File: src/rtl/kabeta_loader_pkg.sv
// -----------------------------------------------------------------------------
// kabeta_loader_pkg
//   Definitions shared by the instruction-memory loader:
//     - frame field widths (byte, word, count, memory word address)
//     - default frame start byte
//     - loader FSM state encoding (3-bit codes)
// -----------------------------------------------------------------------------
package kabeta_loader_pkg;

  localparam int unsigned BYTE_W         = 8;
  localparam int unsigned WORD_W         = 32;
  localparam int unsigned BYTES_PER_WORD = WORD_W / BYTE_W;
  localparam int unsigned CNT_W          = 16;
  localparam int unsigned MEM_ADDR_W     = 29;

  localparam logic [BYTE_W-1:0] SYNC_BYTE_DEF = 8'hA5;

  typedef enum logic [2:0] {
    ST_IDLE   = 3'd0,
    ST_CNT_LO = 3'd1,
    ST_CNT_HI = 3'd2,
    ST_DATA   = 3'd3,
    ST_CHECK  = 3'd4,
    ST_ERROR  = 3'd5
  } state_t;

endpackage

File: src/rtl/instr_mem_loader_if.sv
// -----------------------------------------------------------------------------
// instr_mem_loader_if
//   Bundles the loader's byte-stream input, instruction-memory write port and
//   CPU/load status lines.
//     RxData/RxValid  : byte from the debug UART receiver
//     RxReady         : loader accepts a byte this cycle (RxValid & RxReady)
//     MemWrEn/Addr/Data : one-cycle word write into instruction memory
//     CpuHold         : keep the CPU core in reset while a program loads
//     LoadDone        : last frame loaded with a good checksum
//     LoadError       : last frame aborted
//   Modports:
//     slave  - the loader itself
//     master - the environment (UART receiver + memory + CPU reset logic)
// -----------------------------------------------------------------------------
interface instr_mem_loader_if;
  import kabeta_loader_pkg::*;

  logic [BYTE_W-1:0]     RxData;
  logic                  RxValid;
  logic                  RxReady;
  logic                  MemWrEn;
  logic [MEM_ADDR_W-1:0] MemWrAddr;
  logic [WORD_W-1:0]     MemWrData;
  logic                  CpuHold;
  logic                  LoadDone;
  logic                  LoadError;

  modport slave (
    input  RxData, RxValid,
    output RxReady, MemWrEn, MemWrAddr, MemWrData, CpuHold, LoadDone, LoadError
  );

  modport master (
    output RxData, RxValid,
    input  RxReady, MemWrEn, MemWrAddr, MemWrData, CpuHold, LoadDone, LoadError
  );

endinterface

File: src/rtl/loader_gap_timer.sv
// -----------------------------------------------------------------------------
// loader_gap_timer
//   Counts idle cycles between accepted bytes inside a frame.
//     Clock     : system clock
//     SysReset  : asynchronous active-low reset
//     clr_i     : a byte was accepted this cycle; restart the count
//     en_i      : loader is inside a frame; count while high, hold at 0 otherwise
//     expired_o : this cycle is the LIMIT-th consecutive idle cycle
//   The counter saturates once expired so it can never wrap back to a
//   "fresh" value while the enable is still high.
// -----------------------------------------------------------------------------
module loader_gap_timer #(
  parameter int unsigned LIMIT = 1000000
) (
  input  logic Clock,
  input  logic SysReset,
  input  logic clr_i,
  input  logic en_i,
  output logic expired_o
);

  localparam int unsigned W = $clog2(LIMIT + 1);

  logic [W-1:0] cnt_q, cnt_d;

  // Counter holds the number of idle cycles already completed, so the idle
  // cycle in progress is number cnt_q+1.
  assign expired_o = en_i && !clr_i && (cnt_q == W'(LIMIT - 1));

  always_comb begin
    // NOTE: next-state defaults to the current value before any branch, so
    // no path through this block leaves cnt_d unassigned (no latch).
    cnt_d = cnt_q;
    if (clr_i || !en_i) begin
      cnt_d = '0;
    end else if (!expired_o) begin
      cnt_d = cnt_q + 1'b1;
    end
  end

  // NOTE: sequential state uses non-blocking assignments so every register
  // samples its pre-edge inputs regardless of process ordering.
  always_ff @(posedge Clock or negedge SysReset) begin
    if (!SysReset) begin
      cnt_q <= '0;
    end else begin
      cnt_q <= cnt_d;
    end
  end

endmodule

File: src/rtl/instr_mem_loader.sv
// -----------------------------------------------------------------------------
// instr_mem_loader
//   Write-side companion of the instruction memory. Parses a byte stream
//     SYNC, CNT_LO, CNT_HI, CNT x 4 data bytes (little-endian words), CHK
//   where CHK is the XOR of all data bytes, and writes each assembled word
//   into the instruction memory. The CPU is held in reset while loading.
//   Ports:
//     Clock    : system clock
//     SysReset : asynchronous active-low reset
//     bus      : byte stream in, memory write port and status out
//   Parameters:
//     ADDR_WIDTH    : word-address bits of the target memory
//     SYNC_BYTE     : frame start byte
//     TIMEOUT_CYC   : idle cycles allowed between bytes inside a frame
//     HOLD_AT_RESET : CpuHold value coming out of reset
// -----------------------------------------------------------------------------
module instr_mem_loader
  import kabeta_loader_pkg::*;
#(
  parameter int unsigned       ADDR_WIDTH    = 8,
  parameter logic [BYTE_W-1:0] SYNC_BYTE     = SYNC_BYTE_DEF,
  parameter int unsigned       TIMEOUT_CYC   = 1000000,
  parameter bit                HOLD_AT_RESET = 1'b1
) (
  input  logic              Clock,
  input  logic              SysReset,
  instr_mem_loader_if.slave bus
);

  localparam int unsigned MAX_WORDS = 1 << ADDR_WIDTH;
  localparam int unsigned IDX_W     = $clog2(BYTES_PER_WORD);
  localparam logic [IDX_W-1:0] LAST_IDX = IDX_W'(BYTES_PER_WORD - 1);

  state_t                  state_q, state_d;
  logic                    rx_ready_q, rx_ready_d;
  logic                    mem_wr_en_q, mem_wr_en_d;
  logic [ADDR_WIDTH-1:0]   addr_q, addr_d;
  logic [WORD_W-1:0]       data_q, data_d;
  logic                    cpu_hold_q, cpu_hold_d;
  logic                    load_done_q, load_done_d;
  logic                    load_error_q, load_error_d;
  logic [BYTE_W-1:0]       chk_q, chk_d;
  logic [IDX_W-1:0]        byte_idx_q, byte_idx_d;
  logic [BYTE_W-1:0]       cnt_lo_q, cnt_lo_d;
  logic [CNT_W-1:0]        words_left_q, words_left_d;

  logic                    rx_accept;
  logic                    gap_en;
  logic                    gap_expired;
  logic                    go_error;
  logic [CNT_W-1:0]        cnt_full;

  assign rx_accept = bus.RxValid && rx_ready_q;
  assign cnt_full  = {bus.RxData, cnt_lo_q};
  assign gap_en    = state_q inside {ST_CNT_LO, ST_CNT_HI, ST_DATA, ST_CHECK};

  loader_gap_timer #(
    .LIMIT (TIMEOUT_CYC)
  ) u_gap_timer (
    .Clock     (Clock),
    .SysReset  (SysReset),
    .clr_i     (rx_accept),
    .en_i      (gap_en),
    .expired_o (gap_expired)
  );

  always_comb begin
    state_d      = state_q;
    rx_ready_d   = 1'b1;
    mem_wr_en_d  = 1'b0;
    addr_d       = addr_q;
    data_d       = data_q;
    cpu_hold_d   = cpu_hold_q;
    load_done_d  = load_done_q;
    load_error_d = load_error_q;
    chk_d        = chk_q;
    byte_idx_d   = byte_idx_q;
    cnt_lo_d     = cnt_lo_q;
    words_left_d = words_left_q;
    go_error     = 1'b0;

    // The address advances at the end of the write cycle, so the strobe
    // always carries the address of the word being written.
    if (mem_wr_en_q) begin
      addr_d = addr_q + 1'b1;
    end

    case (state_q)
      // ERROR parses bytes exactly like IDLE; only the status levels differ.
      ST_IDLE, ST_ERROR: begin
        if (rx_accept && bus.RxData == SYNC_BYTE) begin
          state_d      = ST_CNT_LO;
          cpu_hold_d   = 1'b1;
          load_done_d  = 1'b0;
          load_error_d = 1'b0;
          chk_d        = '0;
          byte_idx_d   = '0;
          addr_d       = '0;
        end
      end

      ST_CNT_LO: begin
        if (rx_accept) begin
          cnt_lo_d = bus.RxData;
          state_d  = ST_CNT_HI;
        end else if (gap_expired) begin
          go_error = 1'b1;
        end
      end

      ST_CNT_HI: begin
        if (rx_accept) begin
          if (32'(cnt_full) > MAX_WORDS) begin
            go_error = 1'b1;
          end else if (cnt_full == '0) begin
            state_d = ST_CHECK;
          end else begin
            words_left_d = cnt_full;
            state_d      = ST_DATA;
          end
        end else if (gap_expired) begin
          go_error = 1'b1;
        end
      end

      ST_DATA: begin
        if (rx_accept) begin
          data_d[byte_idx_q*BYTE_W +: BYTE_W] = bus.RxData;
          chk_d      = chk_q ^ bus.RxData;
          byte_idx_d = byte_idx_q + 1'b1;
          if (byte_idx_q == LAST_IDX) begin
            // Write next cycle; the stall keeps the word stable while the
            // memory samples it.
            mem_wr_en_d  = 1'b1;
            rx_ready_d   = 1'b0;
            words_left_d = words_left_q - 1'b1;
            if (words_left_q == CNT_W'(1)) begin
              state_d = ST_CHECK;
            end
          end
        end else if (gap_expired) begin
          go_error = 1'b1;
        end
      end

      ST_CHECK: begin
        if (rx_accept) begin
          if (bus.RxData == chk_q) begin
            load_done_d = 1'b1;
            cpu_hold_d  = 1'b0;
            state_d     = ST_IDLE;
          end else begin
            go_error = 1'b1;
          end
        end else if (gap_expired) begin
          go_error = 1'b1;
        end
      end

      default: begin
        state_d = ST_IDLE;
      end
    endcase

    // CpuHold is deliberately left asserted: a half-loaded program must not run.
    if (go_error) begin
      state_d      = ST_ERROR;
      load_error_d = 1'b1;
      load_done_d  = 1'b0;
    end
  end

  always_ff @(posedge Clock or negedge SysReset) begin
    if (!SysReset) begin
      state_q      <= ST_IDLE;
      rx_ready_q   <= 1'b0;
      mem_wr_en_q  <= 1'b0;
      addr_q       <= '0;
      data_q       <= '0;
      cpu_hold_q   <= HOLD_AT_RESET;
      load_done_q  <= 1'b0;
      load_error_q <= 1'b0;
      chk_q        <= '0;
      byte_idx_q   <= '0;
      cnt_lo_q     <= '0;
      words_left_q <= '0;
    end else begin
      state_q      <= state_d;
      rx_ready_q   <= rx_ready_d;
      mem_wr_en_q  <= mem_wr_en_d;
      addr_q       <= addr_d;
      data_q       <= data_d;
      cpu_hold_q   <= cpu_hold_d;
      load_done_q  <= load_done_d;
      load_error_q <= load_error_d;
      chk_q        <= chk_d;
      byte_idx_q   <= byte_idx_d;
      cnt_lo_q     <= cnt_lo_d;
      words_left_q <= words_left_d;
    end
  end

  assign bus.RxReady   = rx_ready_q;
  assign bus.MemWrEn   = mem_wr_en_q;
  assign bus.MemWrAddr = MEM_ADDR_W'(addr_q);
  assign bus.MemWrData = data_q;
  assign bus.CpuHold   = cpu_hold_q;
  assign bus.LoadDone  = load_done_q;
  assign bus.LoadError = load_error_q;

endmodule
File: src/flat_wrapper.sv
// flat-port wrapper written by rule: the top's interface ports become plain ports
module instr_mem_loader_flat import kabeta_loader_pkg::*;
#(
  parameter int unsigned       ADDR_WIDTH    = 8,
  parameter logic [BYTE_W-1:0] SYNC_BYTE     = SYNC_BYTE_DEF,
  parameter int unsigned       TIMEOUT_CYC   = 1000000,
  parameter bit                HOLD_AT_RESET = 1'b1
)
  (Clock, SysReset, bus_RxData, bus_RxValid, bus_RxReady, bus_MemWrEn, bus_MemWrAddr, bus_MemWrData, bus_CpuHold, bus_LoadDone, bus_LoadError);
  instr_mem_loader_if bus_i ();
  input  logic Clock;
  input  logic SysReset;
  input wire logic [$bits(bus_i.RxData)-1:0] bus_RxData;
  input wire logic [$bits(bus_i.RxValid)-1:0] bus_RxValid;
  output wire logic [$bits(bus_i.RxReady)-1:0] bus_RxReady;
  output wire logic [$bits(bus_i.MemWrEn)-1:0] bus_MemWrEn;
  output wire logic [$bits(bus_i.MemWrAddr)-1:0] bus_MemWrAddr;
  output wire logic [$bits(bus_i.MemWrData)-1:0] bus_MemWrData;
  output wire logic [$bits(bus_i.CpuHold)-1:0] bus_CpuHold;
  output wire logic [$bits(bus_i.LoadDone)-1:0] bus_LoadDone;
  output wire logic [$bits(bus_i.LoadError)-1:0] bus_LoadError;
  assign bus_i.RxData = bus_RxData;
  assign bus_i.RxValid = bus_RxValid;
  assign bus_RxReady = bus_i.RxReady;
  assign bus_MemWrEn = bus_i.MemWrEn;
  assign bus_MemWrAddr = bus_i.MemWrAddr;
  assign bus_MemWrData = bus_i.MemWrData;
  assign bus_CpuHold = bus_i.CpuHold;
  assign bus_LoadDone = bus_i.LoadDone;
  assign bus_LoadError = bus_i.LoadError;
  instr_mem_loader #(.ADDR_WIDTH(ADDR_WIDTH), .SYNC_BYTE(SYNC_BYTE), .TIMEOUT_CYC(TIMEOUT_CYC), .HOLD_AT_RESET(HOLD_AT_RESET)) u_core (.Clock(Clock), .SysReset(SysReset), .bus(bus_i));
endmodule
File: config.mk
export PLATFORM = sky130hd
export DESIGN_NAME = instr_mem_loader_flat
export DESIGN_NICKNAME = d
export VERILOG_FILES = /design/src/rtl/kabeta_loader_pkg.sv /design/src/rtl/instr_mem_loader_if.sv /design/src/rtl/loader_gap_timer.sv /design/src/rtl/instr_mem_loader.sv /design/src/flat_wrapper.sv
export SDC_FILE = /design/constraint.sdc
export NUM_CORES = 1
export LEC_CHECK = 0
export BUFFER_PORTS_ARGS = -buffer_cell sky130_fd_sc_hd__clkbuf_2
export CORE_ASPECT_RATIO = 0.6
export CORE_MARGIN = 5
export CORE_UTILIZATION = 50
export CTS_CLUSTER_DIAMETER = 200
export DETAILED_ROUTE_END_ITERATION = 12
export PLACE_DENSITY_LB_ADDON = 0.05
export SKIP_LAST_GASP = 1
export SLEW_MARGIN = 20
export SYNTH_ARGS = -nofsm -noshare
export SYNTH_HDL_FRONTEND = slang
export SYNTH_SLANG_ARGS = --single-unit
File: constraint.sdc
create_clock -name Clock -period 2.6 [get_ports Clock]
set_input_delay 0.26 -clock Clock [delete_from_list [all_inputs] [get_ports Clock]]
set_output_delay 0.26 -clock Clock [all_outputs]
set_load 0.01 [all_outputs]
==> results of run 1 <==
==> cell usage in the layout (no fill, tap or decap), types with 3 or more instances in the layout <==
| cell | instances |
|---|---|
| a211o_1 | 3 |
| a21oi_1 | 17 |
| and2_1 | 3 |
| and3_1 | 7 |
| and4_1 | 3 |
| buf_4 | 22 |
| clkbuf_16 | 9 |
| clkbuf_2 | 54 |
| clkbuf_8 | 4 |
| conb_1 | 21 |
| dfrtp_1 | 101 |
| ha_1 | 10 |
| inv_1 | 13 |
| mux2_2 | 8 |
| mux2i_1 | 3 |
| nand2_1 | 99 |
| nand3_1 | 14 |
| nand4_1 | 11 |
| nor2_1 | 57 |
| nor3_1 | 16 |
| nor3b_1 | 5 |
| nor4_1 | 11 |
| o211ai_1 | 6 |
| o21ai_0 | 69 |
| or3_1 | 3 |
| or4_1 | 3 |
| or4_4 | 3 |
| xnor2_1 | 18 |
| xor2_1 | 14 |
==> per-stage QoR <==
stage / hold WS [ns] / instances / area [sq um]
finish: 0.3578 / 796 / 6146
global route: 0.3548 / 796 / 6146
CTS: 0.3504 / 796 / 6146
detailed placement: 0.2976 / 779 / 5813
global placement: 0.2920 / 779 / 5813
floorplan: -0.03559 / 610 / 5450
==> how the worst max path moves through the flow <==
stage	cells past startpoint	start	end
floorplan	7	u_core.words_left_q[1]$_DFFE_PN0P_	u_core.state_q[0]$_DFFE_PN0P_
global placement	7	bus_RxData[4]	u_core.words_left_q[0]$_DFFE_PN0P_
detailed placement	6	u_core.byte_idx_q[0]$_DFFE_PN0P_	u_core.state_q[0]$_DFFE_PN0P_
CTS	6	u_core.byte_idx_q[0]$_DFFE_PN0P_	u_core.state_q[0]$_DFFE_PN0P_
global route	6	u_core.cnt_lo_q[1]$_DFFE_PN0P_	u_core.words_left_q[10]$_DFFE_PN0P_
finish	6	u_core.byte_idx_q[0]$_DFFE_PN0P_	u_core.state_q[0]$_DFFE_PN0P_
==> state kept, by name, summed over array words and instances (netlist names) <==
| name | flops |
|---|---|
| u_core.addr_q | 8 |
| u_core.byte_idx_q | 2 |
| u_core.words_left_q | 16 |
| u_core.cnt_lo_q | 8 |
| u_core.bus.MemWrEn | 1 |
| u_core.bus.LoadError | 1 |
| u_core.bus.MemWrData | 32 |
| u_core.bus.CpuHold | 1 |
| u_core.chk_q | 8 |
| u_core.state_q | 3 |
| u_core.bus.RxReady | 1 |
| u_core.bus.LoadDone | 1 |
| u_core.u_gap_timer.cnt_q | 20 |
==> worst max-delay path, delay by kind of cell (launching register included) <==
kind                     cells  cell delay (ns)
AND/OR/NAND/NOR              3             0.96
AO/OA/AOI/OAI                2             0.40
adder cells (fa/ha/maj)      1             0.26
flip-flops                   1             0.49
==> area by class of cell <==
class	instances	area, sq um	area share, %
inverters	13	48.80	0.7940
flip-flops and latches	102	2554	41.55
multi-input cells	447	2561	41.67
clock buffers	14	284.0	4.621
repair buffers	79	485.5	7.899
clock inverters	2	38.79	0.6311
well taps	139	173.9	2.830
==> where the power goes <==
part           leakage, nW  switching [W]  internal [W]
combinational         1.22        0.00112      0.000825
sequential            1.32       0.000423       0.00198
clock                0.159       0.000573      0.000854
==> per-layer routing <==
metal | track usage (%) | up-vias
met5 | 0 | -
met4 | 5.721 | 0
met3 | 4.550 | 21
met2 | 29.61 | 128
met1 | 33.05 | 2136
li1 | - | 2129
==> cells by family after synthesis <==
kind of cell | after synthesis | share of synthesized area, %
DFF | 102 | 47.51
muxes | 11 | 2.235
xor gates and xnor gates | 32 | 5.214
and+or+nand+nor | 249 | 22.51
buffers and inverters | 61 | 6.355
other | 1 | 0.06977
adders and majority gates | 10 | 2.328
AOI/OAI and AO/OA | 124 | 13.78
==> impl_results.md, run 1 <==
- Status: finished, final reports clean
- Wire per inst: 16.54 um
- Post-synth top flop: dfrtp_1
- Clk slew on worst S/H paths: 0.07 ns
- Final Cycle Share: 85.73%
- Ys async rst share: 100.0%
- Share of layout cells above drive strength 1: 17.50%
- Synth Cell Area: 5375 sq um
- DRT Pass-1 Iters: 5
- Top layer in use: met4
- Crit path launch type: register
- Leading area contributor after synthesis: dfrtp_1
- Worst-path cell chain: ha_1, or4bb_1, or4_4, a211o_1, nand3_1, o211ai_1
- Post-route DRC: 0
- Num CTS Buffers: 9
- Fin util: 58.41%
- Hold Crit Endpoint: u_core.bus.MemWrData[30]$_DFFE_PN0P_
- Inserted Diodes: 0
- Buffers added on ports: 55
- Worst Reg-to-Reg Cells: 6
- Setup bufs post-CTS: 0
- Largest net degree at the start of global routing: 47
- Fin worst setup slack: 0.3711 ns
- Root Buffer: clkbuf_16
- Cell count after synthesis: 590
- CP peak stage delay: 0.49 ns
- Die area: 12,990 sq um
- Chip Width: 143.9 um
- Worst Path Required: 2.81 ns
- Gr usage total: 21.22%
- Critical Path Slowest Stage Cell: dfrtp_1
- Initial core utilization: 51.08%
- RSZ-0062 raised after global routing: no
- CTS sink count: 102
- Max_slew headroom: 51.52%
- Nets: 673
- Hpwl dp: 9345 um
- Endpoints failing setup: 0
- Yosys reg bits: 102
- DR vias: 4,414
- Ports: 77
- Maximum VDD drop: 0.4005 mV
- Hold buffers post-CTS: 1
- F_max: 448.7 MHz
- Overall routed net length: 13,170 um
- Setup TNS: 0 ns
- Hold Crit Depth: 4
- WL met2: 5472 um
- Vias per cell: 5.545
- Min cycle time layout: 2.229 ns
- Die height: 90.32 um
- Syn Area/Cell: 9.110 sq um
- Overall power: 0.005779 W
- HP Start: bus_RxData[6]
- Initial antenna violation count: 0
- Final hold vios: 0
- Pwr dens: 940.3 nW/um^2
- Most numerous cell in the Yosys netlist: dfrtp_1
- Worst r2r dst: u_core.state_q[0]$_DFFE_PN0P_
- Clock skew: 0.008401 ns
- Pre-CTS setup slack: 0.3884 ns
- Slew Viols, Final: 0
- Ranking of synthesized cells by area: dfrtp_1 (47%), nand2_1 (6.9%), o21ai_0 (6.4%), nor2_1 (4.0%), buf_4 (3.1%)
- Max H-tree Level: 3
- Final RePlAce weighted congestion: 0.8185
- First-pass GRT wire length: 22,060 um
- Crit path DAT: 2.43 ns
- RR Startpoint: u_core.byte_idx_q[0]$_DFFE_PN0P_
- YS warnings: 0
- TritonCTS clock tree: done
- Detailed Route Iter0 Violations: 258
- Number of global-route vias before repair: 4,242
- Post-synth cell types: 63
- Most frequent cells after synthesis: dfrtp_1 (101), nand2_1 (99), o21ai_0 (69)
- Crit path max fanout: 8
- Proportion of synthesized chip area in sequential cells: 47.51%
- Met1 WL: 6686 um
- Clk Latency, worst-skew pair: 0.34 ns
- CP Class: reg -> reg
- Core area: 10,520 sq um
- Met3 WL: 784 um
- Number of flops mapped to enable cells by yosys: 0
- Area Growth Syn to Fin: 14.34%
- MaxCap Viol Count: 0
- Fillcell total: 925
- FF-to-FF setup slack: 0.37 ns
- Post-CTS sizing: 0
- Leak Pwr: 2.690 nW
- Critical Path End Type: register
- Synth top area share: 47.02%
- ANT nets after route: 0
- Hold WC Path Type: in -> reg
- Overflow after GRT: 0
- Clock Path Buffers: 2
- Measured slew at the worst slew-check pin: 0.7255 ns
- Placement row count: 29
(Power assumes the default switching activity.)
==> run 2: changes to the inputs <==
==> constraint.sdc (replaced) <==
create_clock -name Clock -period 2.6 [get_ports Clock]
set_input_delay 0.52 -clock Clock [delete_from_list [all_inputs] [get_ports Clock]]
set_output_delay 0.52 -clock Clock [all_outputs]
set_load 0.01 [all_outputs]
==> run 2 against run 1 <==
Effect of this change:
- final cell count is 0.88% higher
- combinational power is 3% higher
- count of clock-buffer cells in the layout is 3 lower
- sequential cell count stayed put
- register-to-register slack worse by 0.09 ns
- clock power is 3% higher
- largest power group unchanged
- highest routed layer unchanged
==> impl_results.md, run 2 (synthesis gave the netlist of run 1 again) <==
- Largest net degree at the start of global routing: 45
- Overflow after GRT: 0
- Measured slew at the worst slew-check pin: 0.6465 ns
- Post-route DRC: 0
- Root Buffer: clkbuf_16
- DR vias: 4,447
- Detailed Route Iter0 Violations: 261
- Final RePlAce weighted congestion: 0.8232
- Critical Path Slowest Stage Cell: nor4_1
- ANT nets after route: 0
- RSZ-0062 raised after global routing: no
- Crit path max fanout: 28
- Slew Viols, Final: 0
- TritonCTS clock tree: done
- CP Class: reg -> reg
- Final Cycle Share: 89.24%
- Setup bufs post-CTS: 0
- Setup TNS: 0 ns
- F_max: 431.0 MHz
- Die height: 90.32 um
- Hpwl dp: 9656 um
- Placement row count: 29
- Inserted Diodes: 0
- MaxCap Viol Count: 0
- Fillcell total: 951
- Pwr dens: 952.0 nW/um^2
- Crit path DAT: 2.58 ns
- Area Growth Syn to Fin: 15.29%
- CP peak stage delay: 0.52 ns
- Ports: 77
- Clock Path Buffers: 2
- Endpoints failing setup: 0
- Initial antenna violation count: 0
- DRT Pass-1 Iters: 4
- Worst Path Required: 2.86 ns
- Critical Path End Type: register
- Die area: 12,990 sq um
- Post-CTS sizing: 0
- Final hold vios: 0
- Buffers added on ports: 55
- Nets: 680
- Num CTS Buffers: 9
- Hold WC Path Type: in -> async
- Worst-path cell chain: nor4_1, a2111o_1, o2111ai_2, buf_12, or4_1, o21ai_0
- Commonest non-fill, non-tap cells in the layout: dfrtp_1 (101), nand2_1 (99), o21ai_0 (69)
- Chip Width: 143.9 um
- Clock skew: 0.008162 ns
- CTS sink count: 102
- Commonest non-fill, non-tap cell in the layout: dfrtp_1
- Max H-tree Level: 3
- Status: finished, final reports clean
- Vias per cell: 5.538
- Max_slew headroom: 56.50%
- Max reg flops: 32
- Wire per inst: 16.72 um
- Crit path launch type: register
- Min cycle time layout: 2.320 ns
- Leak Pwr: 2.723 nW
- Clk Latency, worst-skew pair: 0.35 ns
- Maximum VDD drop: 0.4082 mV
- Initial core utilization: 51.08%
- Gr usage total: 21.25%
- Clk slew on worst S/H paths: 0.07 ns
- Hold buffers post-CTS: 0
- Final hold slack: 0.1796 ns
- Core area: 10,520 sq um
- Share of layout cells above drive strength 1: 18.52%
- Number of global-route vias before repair: 4,190
- First-pass GRT wire length: 22,060 um
- Overall routed net length: 13,420 um
[run 2: cell count changes in the layout (fill, tap and decap cells not counted)]
| cell | before | now |
|---|---|---|
| clkinvlp_4 | 0 | 1 |
| buf_4 | 22 | 30 |
| inv_6 | 0 | 1 |
| bufinv_16 | 1 | 2 |
| clkinv_2 | 0 | 1 |
| clkbuf_8 | 4 | 1 |
| clkinv_4 | 1 | 0 |
| dlygate4sd3_1 | 1 | 0 |
[run 2: routing by layer]
| metal | vias to the layer above | track usage [%] | routed length (um) |
|---|---|---|---|
| li1 | 2139 | - | - |
| met1 | 2185 | 32.97 | 6873 |
| met2 | 107 | 30.38 | 5737 |
| met3 | 16 | 4.444 | 652 |
| met4 | 0 | 4.781 | 158 |
| met5 | - | 0 | 0 |
[run 2: layout make-up]
cell class / count / area (sq um) / share of cell area, %
clock inverters: 5 / 81.33 / 1.312
well taps: 139 / 173.9 / 2.806
inverters: 13 / 48.80 / 0.7874
repair buffers: 86 / 535.5 / 8.641
flip-flops and latches: 102 / 2554 / 41.21
multi-input cells: 447 / 2561 / 41.33
clock buffers: 11 / 242.7 / 3.917
[run 2: worst max-delay path, delay by kind of cell, from the launching register on]
| family | cells | cell delay [ns] |
|---|---|---|
| buffers and inverters | 1 | 0.24 |
| AND/OR/NAND/NOR | 2 | 0.98 |
| AO/OA/AOI/OAI | 3 | 0.59 |
| flip-flops | 1 | 0.43 |
[run 2: per-stage QoR]
stage	total power (W)	utilization [%]	area (sq um)	instances	setup WS, ns
5_1_grt	0.006291	58.89	6197	803	0.04754
3_5_place_dp	0.004422	55.81	5873	787	0.1874
3_3_place_gp	0.004347	55.81	5873	787	0.1799
6_report	0.005900	58.89	6197	803	0.2798
4_1_cts	0.005899	58.89	6197	803	0.3017
2_1_floorplan	0.003723	-	5450	610	0.4784
[run 2: worst paths after layout]
path,start,endpoint,slack (ns),cells past startpoint
min in group Clock,bus_RxData[2],u_core.cnt_lo_q[2]$_DFFE_PN0P_,0.46,2
worst min-delay path,SysReset,u_core.bus.MemWrData[11]$_DFFE_PN0P_,0.18,1
worst max register to register,u_core.cnt_lo_q[1]$_DFFE_PN0P_,u_core.words_left_q[10]$_DFFE_PN0P_,0.28,6
worst min register to register,u_core.bus.MemWrData[29]$_DFFE_PN0P_,u_core.bus.MemWrData[29]$_DFFE_PN0P_,0.48,2
worst max-delay path,u_core.cnt_lo_q[1]$_DFFE_PN0P_,u_core.words_left_q[10]$_DFFE_PN0P_,0.28,6
max in group asynchronous,SysReset,u_core.bus.CpuHold$_DFFE_PN1P_,1.75,2
[run 2: power breakdown]
group / switching (W) / internal (W)
Clock: 0.000602 / 0.000873
Combinational: 0.00115 / 0.000862
Sequential: 0.000432 / 0.00198
